**src/rtl/program_loader.sv**
```systemverilog
`timescale 1ns/1ps
`default_nettype none
// ============================================================================
// Module   : program_loader
// Brief    : Framed byte-stream loader writing the CPU program memory; holds
//            the CPU in reset until a frame has been fully written.
//            Optional trailing checksum: PROGRAM_LOADER_CHECKSUM_EN.
// Revision : 1.0
// ============================================================================
module program_loader #(
  parameter logic [7:0] HEADER     = 8'hA5,
  parameter int         ADDR_WIDTH = 16
) (
  input  logic                  clk,
  input  logic                  reset,
  input  logic                  rxValid,
  input  logic [7:0]            rxData,
  output logic                  rxReady,
  output logic [ADDR_WIDTH-1:0] memAddress,
  output logic [7:0]            memWriteData,
  output logic                  writeEnableMem,
  output logic                  cpuReset,
  output logic                  loadDone,
  output logic                  loadError
);

  typedef enum logic [3:0] {
    S_IDLE     = 4'd0,
    S_ADDR_MSB = 4'd1,
    S_ADDR_LSB = 4'd2,
    S_LEN_MSB  = 4'd3,
    S_LEN_LSB  = 4'd4,
    S_DATA     = 4'd5,
    S_CHECK    = 4'd6,
    S_DONE     = 4'd7,
    S_ERROR    = 4'd8
  } state_t;

`ifdef PROGRAM_LOADER_CHECKSUM_EN
  localparam state_t C_PAYLOAD_END = S_CHECK;
`else
  localparam state_t C_PAYLOAD_END = S_DONE;
`endif

  state_t                  state_q, state_d;
  logic [ADDR_WIDTH-1:0]   addr_q, addr_d;
  logic [15:0]             len_q, len_d;
  logic                    we_q, we_d;
  logic [ADDR_WIDTH-1:0]   mem_addr_q, mem_addr_d;
  logic [7:0]              mem_wdata_q, mem_wdata_d;
  logic                    cpu_reset_q, cpu_reset_d;
  logic                    rx_ready_q, rx_ready_d;
`ifdef PROGRAM_LOADER_CHECKSUM_EN
  logic [7:0]              sum_q, sum_d;
`endif

  logic                    w_accept;
  logic                    w_is_header;
  logic [15:0]             w_addr16;
  logic [15:0]             w_len_full;

  assign w_accept    = rxValid & rx_ready_q;
  assign w_is_header = (rxData == HEADER);
  assign w_addr16    = 16'(addr_q);
  assign w_len_full  = {len_q[15:8], rxData};

  always_comb begin
    state_d     = state_q;
    addr_d      = addr_q;
    len_d       = len_q;
    we_d        = 1'b0;
    mem_addr_d  = mem_addr_q;
    mem_wdata_d = mem_wdata_q;
    rx_ready_d  = 1'b1;
`ifdef PROGRAM_LOADER_CHECKSUM_EN
    sum_d       = sum_q;
`endif

    if (w_accept) begin
      case (state_q)
        S_IDLE, S_DONE, S_ERROR: begin
          if (w_is_header) begin
            state_d = S_ADDR_MSB;
`ifdef PROGRAM_LOADER_CHECKSUM_EN
            sum_d   = 8'h00;
`endif
          end
        end
        S_ADDR_MSB: begin
          addr_d  = ADDR_WIDTH'({rxData, w_addr16[7:0]});
          state_d = S_ADDR_LSB;
        end
        S_ADDR_LSB: begin
          addr_d  = ADDR_WIDTH'({w_addr16[15:8], rxData});
          state_d = S_LEN_MSB;
        end
        S_LEN_MSB: begin
          len_d   = {rxData, len_q[7:0]};
          state_d = S_LEN_LSB;
        end
        S_LEN_LSB: begin
          len_d   = w_len_full;
          state_d = (w_len_full == 16'd0) ? C_PAYLOAD_END : S_DATA;
        end
        S_DATA: begin
          // Write is issued from registers next cycle at the pre-increment address.
          we_d        = 1'b1;
          mem_addr_d  = addr_q;
          mem_wdata_d = rxData;
          addr_d      = addr_q + ADDR_WIDTH'(1);
          len_d       = len_q - 16'd1;
`ifdef PROGRAM_LOADER_CHECKSUM_EN
          sum_d       = sum_q + rxData;
`endif
          if (len_q == 16'd1) begin
            state_d = C_PAYLOAD_END;
          end
        end
`ifdef PROGRAM_LOADER_CHECKSUM_EN
        S_CHECK: begin
          state_d = (rxData == sum_q) ? S_DONE : S_ERROR;
        end
`endif
        default: begin
          state_d = S_IDLE;
        end
      endcase
    end

    // Release only after a full cycle in DONE, so the last write strobe has
    // already retired; leaving DONE re-asserts on the same edge.
    cpu_reset_d = !((state_q == S_DONE) && (state_d == S_DONE));
  end

  always_ff @(posedge clk or negedge reset) begin
    if (!reset) begin
      state_q     <= S_IDLE;
      addr_q      <= '0;
      len_q       <= '0;
      we_q        <= 1'b0;
      mem_addr_q  <= '0;
      mem_wdata_q <= '0;
      cpu_reset_q <= 1'b1;
      rx_ready_q  <= 1'b0;
`ifdef PROGRAM_LOADER_CHECKSUM_EN
      sum_q       <= '0;
`endif
    end else begin
      state_q     <= state_d;
      addr_q      <= addr_d;
      len_q       <= len_d;
      we_q        <= we_d;
      mem_addr_q  <= mem_addr_d;
      mem_wdata_q <= mem_wdata_d;
      cpu_reset_q <= cpu_reset_d;
      rx_ready_q  <= rx_ready_d;
`ifdef PROGRAM_LOADER_CHECKSUM_EN
      sum_q       <= sum_d;
`endif
    end
  end

  assign rxReady        = rx_ready_q;
  assign memAddress     = mem_addr_q;
  assign memWriteData   = mem_wdata_q;
  assign writeEnableMem = we_q;
  assign cpuReset       = cpu_reset_q;
  assign loadDone       = (state_q == S_DONE);
`ifdef PROGRAM_LOADER_CHECKSUM_EN
  assign loadError      = (state_q == S_ERROR);
`else
  assign loadError      = 1'b0;
`endif

endmodule

`default_nettype wire

```
**config.mk**
```make
export PLATFORM = sky130hd
export DESIGN_NAME = program_loader
export DESIGN_NICKNAME = d
export VERILOG_FILES = /design/src/rtl/program_loader.sv
export SDC_FILE = /design/constraint.sdc
export NUM_CORES = 1
export LEC_CHECK = 0
export ABC_AREA = 1
export BUFFER_PORTS_ARGS = -buffer_cell sky130_fd_sc_hd__buf_4
export CAP_MARGIN = 20
export CELL_PAD_IN_SITES_DETAIL_PLACEMENT = 1
export CELL_PAD_IN_SITES_GLOBAL_PLACEMENT = 2
export CORE_MARGIN = 4
export CORE_UTILIZATION = 33
export DETAILED_ROUTE_END_ITERATION = 12
export HOLD_SLACK_MARGIN = 0.05
export PLACE_DENSITY_LB_ADDON = 0.2
export SETUP_SLACK_MARGIN = 0.2
export SLEW_MARGIN = 20
export SYNTH_ARGS = -nofsm -noshare
export SYNTH_HDL_FRONTEND = slang
export SYNTH_SLANG_ARGS = --single-unit
```
**constraint.sdc**
```tcl
create_clock -name clk -period 1.9 [get_ports clk]
set_clock_uncertainty 0.15 [all_clocks]
set_input_delay 0.095 -clock clk [delete_from_list [all_inputs] [get_ports clk]]
set_output_delay 0.095 -clock clk [all_outputs]
set_load 0.01 [all_outputs]
```
Word-level counts from Yosys, hierarchy flattened
Index checks and enable logic that the tools add are counted.

storage, ports and cells
  bits in registers = 63
  bits of input ports = 11
  output and inout port bits = 29
  logic and storage cells = 50

cells by class
  add/subtract/negate cells = 2
  equal/unequal tests = 10
  multiplexer cells = 9
  bitwise gates (word level) = 5
  reductions and logical operators = 14

operators with widths
  cell                     count
  $pmux W16 S3             2
  $pmux W4 S6              1
  $add A16 B1 Y16 const B  1
  $eq A16 B1 Y1 const B    1
  $eq A4 B3 Y1 const B     4
  $logic_not A16 Y1        1
  $sub A16 B1 Y16 const B  1
  $mux W4                  3
  $reduce_and A3 Y1        4
  $eq A4 B2 Y1 const B     2
  $eq A8 B8 Y1 const B     1
  $reduce_bool A2 Y1       4
  $eq A4 B1 Y1 const B     1
  $eq A4 B4 Y1 const B     1
  $logic_not A4 Y1         1
  $not A1 Y1               4
  $reduce_or A3 Y1         1
  $mux W1                  2
  $mux W2                  1
  $reduce_and A2 Y1        1
  $and A1 B1 Y1            1
  $logic_and A1 B1 Y1      1
  $logic_not A1 Y1         1

Depth between registers and ports, before layout
Gate-level depths: netlist of run 1.

  depth in word-level cells = 7
  mapped depth = 10
  gate-level depth less buffers = 10

Worst setup path before layout of run 1
OpenSTA, ideal clock, no wires.

  path type = reg2reg
  start = register state_q[1]
  end = register addr_q[10]
  setup time = 0.121 ns
  arrival = 1.254 ns
  data required time = 1.629 ns
  setup slack = 0.375 ns
  cell stages (with the launch flop) = 9
  path buffers = 2
  clock period less this slack = 1.525 ns
  cell sequence = dfrtp_1 > buf_2 > inv_1 > nand2_1 > nor3_2 > buf_4 > o21ai_0 > inv_1 > a21oi_1

on the way
  cells in the longest elaborated chain, start to end = 3
  elaborated cells between the ends (all ways) = 7
  those cells by class = 3 x eq/ne; 1 x mux; 1 x bitwise; 2 x reduce/logical

RTL lines
  item                                                               line  source
  from (decl)                                                        45    state_t state_q, state_d;
  from (signal assigned)                                             149   state_q <= state_d;
  $eq A4 B3 Y1 (tied with other cells)                               80    case (state_q)
  $reduce_bool A2 Y1 (no line) / $not A1 Y1 (equally long branches)  --
  $reduce_and A3 Y1 (no line)                                        --
  to (signal assigned)                                               150   addr_q <= addr_d;
  to (decl)                                                          46    logic [ADDR_WIDTH-1:0] addr_q, addr_d;

Several ways; a longest one is shown, not always the timed one.
A chain may end at the register's enable or synchronous reset.

Final worst setup path of run 1
  start = register state_q[3]
  end = register len_q[10]

on the way
  cells in the longest elaborated chain, start to end = 3
  elaborated cells between the ends (all ways) = 7
  those cells by class = 3 x eq/ne; 1 x mux; 1 x bitwise; 2 x reduce/logical

RTL lines
  item                                                               line  source
  $eq A4 B3 Y1 / $eq A4 B2 Y1 (equally long branches)                80
  $reduce_bool A2 Y1 (no line) / $not A1 Y1 (equally long branches)  --
  $reduce_and A3 Y1 (no line)                                        --
  to (signal assigned)                                               151   len_q <= len_d;
  to (decl)                                                          47    logic [15:0] len_q, len_d;

Several ways; a longest one is shown, not always the timed one.

==> results of run 1 <==
[routing by layer]
metal,wire length [um],vias to the layer above
met5,0,-
met4,231,0
met3,326,19
met2,6220,40
met1,5380,1725
li1,-,1773
[flip-flops by register name (all words and copies together) (netlist names)]
name,cells
rxReady,1
memAddress,16
state_q,4
memWriteData,8
writeEnableMem,1
len_q,16
cpuReset,1
addr_q,16
[critical path, cell delays in order, from the launching register on]
cell and delay (ns):
dfrtp_2 0.45, nor2_2 0.17, nand3_1 0.13, nand2_1 0.12
nand2_2 0.12, clkinv_4 0.12, nand2_1 0.08, o21ai_1 0.12
nand2_1 0.06
[power by group]
part	total, uW	switching (uW)	internal [uW]
clock	1130	645	483
combinational	2790	1710	1090
sequential	2350	494	1850
total	6270	2850	3420
[cell type report]
type                       count  share of cell area, %
clock inverter                 7                   1.22
timing repair buffer          76                   13.9
sequential                    63                   34.3
multi-input combinational    367                   38.6
inverter                      64                   5.53
clock buffer                   9                   2.68
tap                          140                   3.80
[worst max path at each step]
stage               slack [ns]                     end  depth (start not counted)
floorplan                 0.38  addr_q[10]$_DFFE_PN0P_                          8
global placement          0.13   len_q[10]$_DFFE_PN0P_                          7
detailed placement        0.11   len_q[10]$_DFFE_PN0P_                          7
CTS                       0.19   len_q[10]$_DFFE_PN0P_                          9
global route              0.12    len_q[6]$_DFFE_PN0P_                          7
finish                    0.27   len_q[10]$_DFFE_PN0P_                          8
[cell families (layout without fill, tap and decap cells)]
group	Yosys count	after routing	synth area share, %
buffers and inverters	77	156	9.49
and+or+nand+nor	263	263	30.5
adders and majority gates	3	3	1.03
DFF	63	63	43.2
AOI/OAI and AO/OA	99	99	15.5
other	2	2	0.206
[metrics by stage]
stage / setup WS [ns] / utilization (%) / total power, uW / hold slack (ns)
final: 0.267 / 42.6 / 6270 / 0.0645
after global routing: 0.121 / 42.6 / 6820 / 0.0866
after CTS: 0.185 / 41.0 / 6140 / 0.0773
after detailed placement: 0.111 / 38.0 / 4950 / -0.0628
after global placement: 0.131 / 38.0 / 4870 / -0.0619
after floorplan: 0.375 / - / 3950 / -0.351
[what timing repair did]
item | in CTS | in global routing
cloned | 0 | 1
buffers inserted | 4 | 11
hold buffers | 10 | 0
pin swaps | 1 | 3
endpoints found under the setup margin | 13 | 56
hold endpoints to repair | 84 | 0
resized for setup | 3 | 25
[cell usage in the layout (no fill, tap or decap), drive strengths merged]
cell / count
nand2: 142
nor2: 75
buf: 65
inv: 63
o21ai: 63
dfrtp: 62
nand3: 39
a21oi: 23
dlygate4sd3: 10
clkbuf: 10
o22ai: 7
clkinvlp: 6
nand4: 3
a31oi: 3
nor3: 3
ha: 3
clkinv: 2
conb: 2
o21bai: 1
o31ai: 1
a22oi: 1
nand3b: 1
dfstp: 1
==> impl_metrics.yaml, run 1 <==
clock_tree:
  root_buffer: "clkbuf_8"
  clock-sinks: 63
  cts_tree: "built"
  clk_latency_ns: 0.37
  htreeDepth: 3
  clock_path_buffers: 2
  numCtsBuffers: 9
  path_clk_slew_ns: 0.08
global_routing:
  gr-usage-met2_pct: 34.1
  grt_max_degree: 48
  first_global_vias: 3717
  busiest_layer: "met2"
  grt_use_met3_pct: 4.06
  grtUsageTotal_pct: 19.5
  met1_usage_pct: 23.7
  grt_pass1_wl_um: 19400
  grt_overflow: 0
  grt_antenna_before_repair: 0
synth:
  syn_avg_cell_area_um2: 7.21
  syn_inst: 507
  synth_edf_count: 0
  syn-cell-area_um2: 3650
  synth-main-ff-cell: "dfrtp_1"
  synth_area_leaders: "dfrtp_1, nand2_1, nor2_1, inv_1, nand3_1"
  synth-seq-cells: 63
  synthesis.nets: 521
  synth_top_cells_by_count: "nand2_1, nor2_1, dfrtp_1"
  synth_area_leader_cell: "dfrtp_1"
  synth.top_cell.area_share_pct: 42.5
  synth_seq_area_share_pct: 43.2
  synthArstFlopShare_pct: 100
  synth_cell_types: 33
  post-synth-top-count-cell: "nand2_1"
  ys_warn_count: 0
floorplanning:
  placementRows: 38
  die_y_um: 113
  die_x_um: 113
  initial_core_util_pct: 33.7
  die_area_um2: 12800
  io-pin-count: 40
  core-area_um2: 10800
timing:
  maxSlewViolCount: 0
  finalCritPeriodShare_pct: 86.0
  tns_ns: 0
  setup_viol: 0
  fin_crit_ns: 1.63
  hold_viol: 0
  grt_setup_unrepaired: "yes"
  fmax_mhz: 612
hold_path:
  hold_class: "primary input to async pin"
worst_setup_path:
  crit_fanout: 10
  rr_endpoint: "len_q[10]$_DFFE_PN0P_"
  reg2reg_depth: 8
  reg2reg_slack_ns: 0.27
  critical_path_arrival_ns: 1.74
  worst_setup_path_end_kind: "flop"
  critPathLaunchType: "flop"
  crit_path_start: "state_q[3]$_DFF_PN0_"
  rr_startpoint: "state_q[3]$_DFF_PN0_"
  path_class: "flop to flop"
  required_ns: 2.01
cells_and_area:
  stdcell_area_um2: 4610
  ff_latch_area_um2: 1580
  drive_above_1_share_pct: 22.7
  stdcell_count: 726
  fill_cells: 1397
  areaGrowthSynthToFinish_pct: 26.3
  nNetsFinal: 595
  antenna_cells: 0
  multi_input_area_um2: 1780
route:
  finalWirelength_um: 12200
  drt_first_pass_iters: 4
  vias: 3557
  post_drt_wl_per_cell_um: 16.8
  routed_via_density: 4.90
  remaining_drc_errors: 0
  ant_nets: 0
  drtIter0Drc: 168
placed_design:
  dp_hpwl_um: 8690
  dp_cells: 684
  gp_congestion: 0.829
  placedInstanceArea_um2: 4120
  portBuffers: 38
power_and_ir_drop:
  ir_worst_vdd_uv: 513
  p_leak_uw: 0.00227
  p_per_area_nw_per_um2: 1360
job:
  maxCapViolations: 0
outcome:
  status: "complete, no violations"
No activity file was read; power rests on OpenSTA's default activity.
==> inputs of run 2 (changes only) <==
==> constraint.sdc (replaced) <==
create_clock -name clk -period 1.9 [get_ports clk]
set_clock_uncertainty 0.15 [all_clocks]
set_input_delay 0.285 -clock clk [delete_from_list [all_inputs] [get_ports clk]]
set_output_delay 0.285 -clock clk [all_outputs]
set_load 0.01 [all_outputs]
==> run 2 against run 1 <==
Sequential share of layout area shrank 1.6 points. Sequential power about the same. Combinational power rose by 11%.
==> impl_metrics.yaml, run 2 (same netlist as run 1, synthesis figures left out) <==
outcome:
  status: "complete, no violations"
route:
  drtIter0Drc: 172
  vias: 3626
  post_drt_wl_per_cell_um: 17.9
  ant_nets: 0
  routed_via_density: 5.02
  drt_first_pass_iters: 4
  finalWirelength_um: 12900
  remaining_drc_errors: 0
power_and_ir_drop:
  p_int_uw: 3710
  clock_power_share_pct: 18.5
  p_per_area_nw_per_um2: 1390
  sequentialPowerShare_pct: 35.3
  switching_share_pct: 44.8
  switchingPower_uw: 3000
  power_frac_comb_pct: 46.3
  ir_worst_vdd_uv: 577
  p_leak_uw: 0.00236
timing:
  grt_setup_unrepaired: "yes"
  setup_viol: 0
  setup_slack_ns: 0.190
  maxSlewViolCount: 0
  tns_ns: 0
  fmax_mhz: 585
  fin_crit_ns: 1.71
  hold_viol: 0
  finalCritPeriodShare_pct: 90.0
worst_setup_path:
  critical_path_arrival_ns: 1.28
  cp_slowest_stage_delay_ns: 0.44
  slowest_stage: "dfrtp_2"
  critPathLaunchType: "flop"
  crit_chain: "nor2_4, nand3_4, inv_2, buf_6"
  required_ns: 1.46
  crit_fanout: 4
  worst_setup_path_end_kind: "output pin"
  path_class: "flop to output pin"
hold_path:
  hold_class: "primary input to flop"
placed_design:
  gp_congestion: 0.820
  dp_slack_ns: 0.0498
  dp_hpwl_um: 8480
  portBuffers: 38
floorplanning:
  die_y_um: 113
  placementRows: 38
  die_area_um2: 12800
  io-pin-count: 40
  core-area_um2: 10800
  die_x_um: 113
  initial_core_util_pct: 33.7
cells_and_area:
  final_common_cell: "nand2_1"
  drive_above_1_share_pct: 27.1
  nNetsFinal: 591
  areaGrowthSynthToFinish_pct: 32.3
  final_cell_mix: "nand2_1, dfrtp_1, nor2_1, buf_4, inv_1"
  antenna_cells: 0
global_routing:
  first_global_vias: 3710
  grt_antenna_before_repair: 0
  grt_overflow: 0
  grt_max_degree: 48
  grtUsageTotal_pct: 19.0
  grt_pass1_wl_um: 19200
clock_tree:
  clk_latency_ns: 0.35
  path_clk_slew_ns: 0.08
  clock_path_buffers: 2
  numCtsBuffers: 9
  htreeDepth: 3
  cts_tree: "built"
  root_buffer: "clkbuf_8"
  clock-sinks: 63
job:
  maxCapViolations: 0
-- run 2: final timing paths --
path,depth (start not counted),to,start,slack (ns)
setup reg to reg,7,len_q[13]$_DFFE_PN0P_,len_q[2]$_DFFE_PN0P_,0.22
hold / removal,3,len_q[6]$_DFFE_PN0P_,rxData[6],0.1
min in group asynchronous,2,memAddress[3]$_DFFE_PN0P_,reset,0.27
setup / recovery,4,loadDone,state_q[3]$_DFF_PN0_,0.19
hold reg to reg,2,memAddress[1]$_DFFE_PN0P_,memAddress[1]$_DFFE_PN0P_,0.33
max in group asynchronous,3,state_q[3]$_DFF_PN0_,reset,0.74
-- run 2: per-stage QoR --
step / hold WS, ns / instances / utilization [%] / area, um^2 / total power, uW
global placement: 0.121 / 681 / 38.0 / 4110 / 4860
floorplan: -0.161 / 507 / - / 3650 / 3950
global route: 0.0997 / 722 / 44.6 / 4830 / 7250
finish: 0.0993 / 722 / 44.6 / 4830 / 6710
detailed placement: 0.123 / 681 / 38.0 / 4110 / 4930
CTS: 0.0878 / 703 / 40.7 / 4410 / 6310
-- run 2: cell type report --
class,instances,area [um^2]
clock buffers,10,138
repair inverters,1,5.00
flip-flops and latches,63,1580
inverters,64,259
well taps,140,175
multi-input cells,367,1900
repair buffers,71,701
clock inverters,6,70.1
fillers,1352,6010
-- run 2: metal layers --
layer  track usage (%)  vias to the layer above  share of wire [%]
met5                 0                        -                  0
met4              7.69                        0                2.3
met3              3.10                       27                3.6
met2              33.1                       67                 52
met1              23.3                     1770                 42
li1                  -                     1762                  -
-- run 2: critical path: cells and delay by family (launching register included) --
kind | cells | cell delay [ns]
buf+inv | 2 | 0.18
simple gates | 2 | 0.30
flops | 1 | 0.44
-- run 2: timing repair --
item,CTS,global route
gates resized for setup,11,57
endpoints found under the setup margin,18,47
hold buffers,1,0
cloned,1,6
hold endpoints to repair,28,0
buffers inserted,4,13
pin swaps,2,11
-- run 2: power groups by stage --
stage	clock network (uW)	logic (uW)	registers, uW
2_1_floorplan	0	1650	2300
3_3_place_gp	0	2540	2330
3_5_place_dp	0	2580	2350
4_1_cts	1280	2700	2330
5_1_grt	1330	3470	2440
6_report	1240	3100	2360
==> inputs of run 3 (changes only) <==
CORE_UTILIZATION = 32   (was 33)
==> run 3 against run 2 <==
Die area is 2.9% higher. Sequential share of layout area is 1.4 points higher. Non-clock buffer count is 6 lower. Via count is 2.8% lower. Global-route usage is 0.11 points higher. First-iteration DRC count is 29% lower. Register-to-register slack better by 0.04 ns. Core utilization is 2.4 points lower. Critical path type unchanged. Largest cell class unchanged.
==> impl_metrics.yaml, run 3 (same netlist as run 1, synthesis figures left out) <==
outcome:
  status: "complete, no violations"
cells_and_area:
  antenna_cells: 0
  nNetsFinal: 584
  drive_above_1_share_pct: 23.3
  finish.utilization_pct: 42.2
  final_common_cell: "nand2_1"
  stdcell_count: 715
  fill_cells: 1382
  areaGrowthSynthToFinish_pct: 26.8
  final_cell_mix: "nand2_1, nor2_1, dfrtp_1, buf_4, inv_1"
worst_setup_path:
  required_ns: 1.46
  crit_family: "flip-flops"
  crit_fanout: 4
  crit_path_start: "state_q[3]$_DFF_PN0_"
  crit_buf_inv: 2
  critical_path_arrival_ns: 1.26
  critPathLaunchType: "flop"
  slowest_stage: "dfrtp_2"
  path_class: "flop to output pin"
  cp_slowest_stage_delay_ns: 0.44
  crit_chain: "nor2_4, nand3_2, inv_2, buf_6"
  worst_setup_path_end_kind: "output pin"
  rr_startpoint: "state_q[3]$_DFF_PN0_"
  reg2reg_slack_ns: 0.26
floorplanning:
  io-pin-count: 40
  initial_core_util_pct: 33.3
  die_area_um2: 13200
  core-area_um2: 11000
  die_y_um: 115
  placementRows: 38
  die_x_um: 115
timing:
  fmax_mhz: 592
  fin_crit_ns: 1.69
  tns_ns: 0
  hold_viol: 0
  maxSlewViolCount: 0
  finalCritPeriodShare_pct: 89.0
  grt_setup_unrepaired: "yes"
  setup_viol: 0
route:
  post_drt_wl_per_cell_um: 16.6
  vias: 3525
  remaining_drc_errors: 0
  finalWirelength_um: 11800
  routed.top_layer: "met4"
  ant_nets: 0
  met3_length_um: 371
  routed_via_density: 4.93
  drtIter0Drc: 122
  drt_first_pass_iters: 6
  wl_met2_um: 6220
  wl_met1_um: 5050
clock_tree:
  htreeDepth: 3
  clock-sinks: 63
  clk_latency_ns: 0.34
  cts_tree: "built"
  path_clk_slew_ns: 0.05
  numCtsBuffers: 9
  root_buffer: "clkbuf_16"
  clock_path_buffers: 2
placed_design:
  gp_congestion: 0.884
  portBuffers: 38
  dp_hpwl_um: 8860
  dp_cells: 685
global_routing:
  first_global_vias: 3641
  grt_max_degree: 33
  grt_pass1_wl_um: 19300
  grt_overflow: 0
  grt_antenna_before_repair: 0
  grtUsageTotal_pct: 19.1
job:
  maxCapViolations: 0
hold_path:
  hp-start: "rxData[1]"
  hold_class: "primary input to flop"
power_and_ir_drop:
  switching_share_pct: 42.3
  p_int_uw: 3850
  p_per_area_nw_per_um2: 1440
  clock_power_share_pct: 22.3
  switchingPower_uw: 2820
  power_frac_comb_pct: 42.6
  ir_worst_vdd_uv: 507
  p_leak_uw: 0.00230
  sequentialPowerShare_pct: 35.2
run 3: changes by cell type in the layout (fill, tap and decap cells not counted), sizes merged:
| cell | delta |
|---|---|
| clkbuf | -3 |
| bufinv | -1 |
| clkinvlp | -3 |
| buf | -1 |
| inv | +1 |
run 3: worst paths after layout:
check | to | depth (start not counted)
hold reg to reg | memAddress[1]$_DFFE_PN0P_ | 2
min in group asynchronous | memAddress[5]$_DFFE_PN0P_ | 2
max in group asynchronous | state_q[1]$_DFF_PN0_ | 3
setup / recovery | loadDone | 4
hold / removal | addr_q[1]$_DFFE_PN0P_ | 3
setup reg to reg | len_q[10]$_DFFE_PN0P_ | 8
run 3: through the flow:
step / total power, uW / worst slack [ns] / cell area (um^2) / hold WS [ns]
final: 6670 / 0.210 / 4630 / 0.139
after global routing: 7270 / 0.138 / 4630 / 0.133
after CTS: 6550 / 0.191 / 4450 / 0.134
after detailed placement: 4970 / 0.207 / 4140 / 0.120
after global placement: 4880 / 0.205 / 4140 / 0.113
after floorplan: 3950 / 0.375 / 3650 / -0.161
run 3: what timing repair did:
item	4_1_cts	5_1_grt
setup buffers	2	11
gates resized for setup	6	31
hold buffers	1	0
pin swaps	1	7
setup endpoints to repair	4	36
endpoints found under the hold margin	30	0
run 3: per-layer routing:
metal | up-vias | GRT usage [%]
li1 | 1755 | -
met1 | 1712 | 23.4
met2 | 44 | 33.9
met3 | 14 | 3.47
met4 | 0 | 6.26
met5 | - | 0
run 3: area by class of cell:
class	count	area, um^2	share of cell area (%)
timing repair buffer	65	552	11.9
tap	140	175	3.78
inverter	64	253	5.46
multi-input combinational	367	1810	39.1
sequential	63	1580	34.1
clock buffer	12	236	5.10
clock inverter	4	22.5	0.486
run 3: tightest hold or removal path: cells and delay by family:
kind / cells / cell delay [ns]
AND/OR/NAND/NOR: 1 / 0.08
AO/OA/AOI/OAI: 1 / 0.08
buffers and inverters: 1 / 0.14
run 3: power groups by stage:
stage / combinational [uW] / clock [uW] / sequential, uW
after floorplan: 1650 / 0 / 2300
final: 2840 / 1490 / 2350
after CTS: 2680 / 1530 / 2350
after global routing: 3210 / 1610 / 2450
after global placement: 2550 / 0 / 2330
after detailed placement: 2610 / 0 / 2360
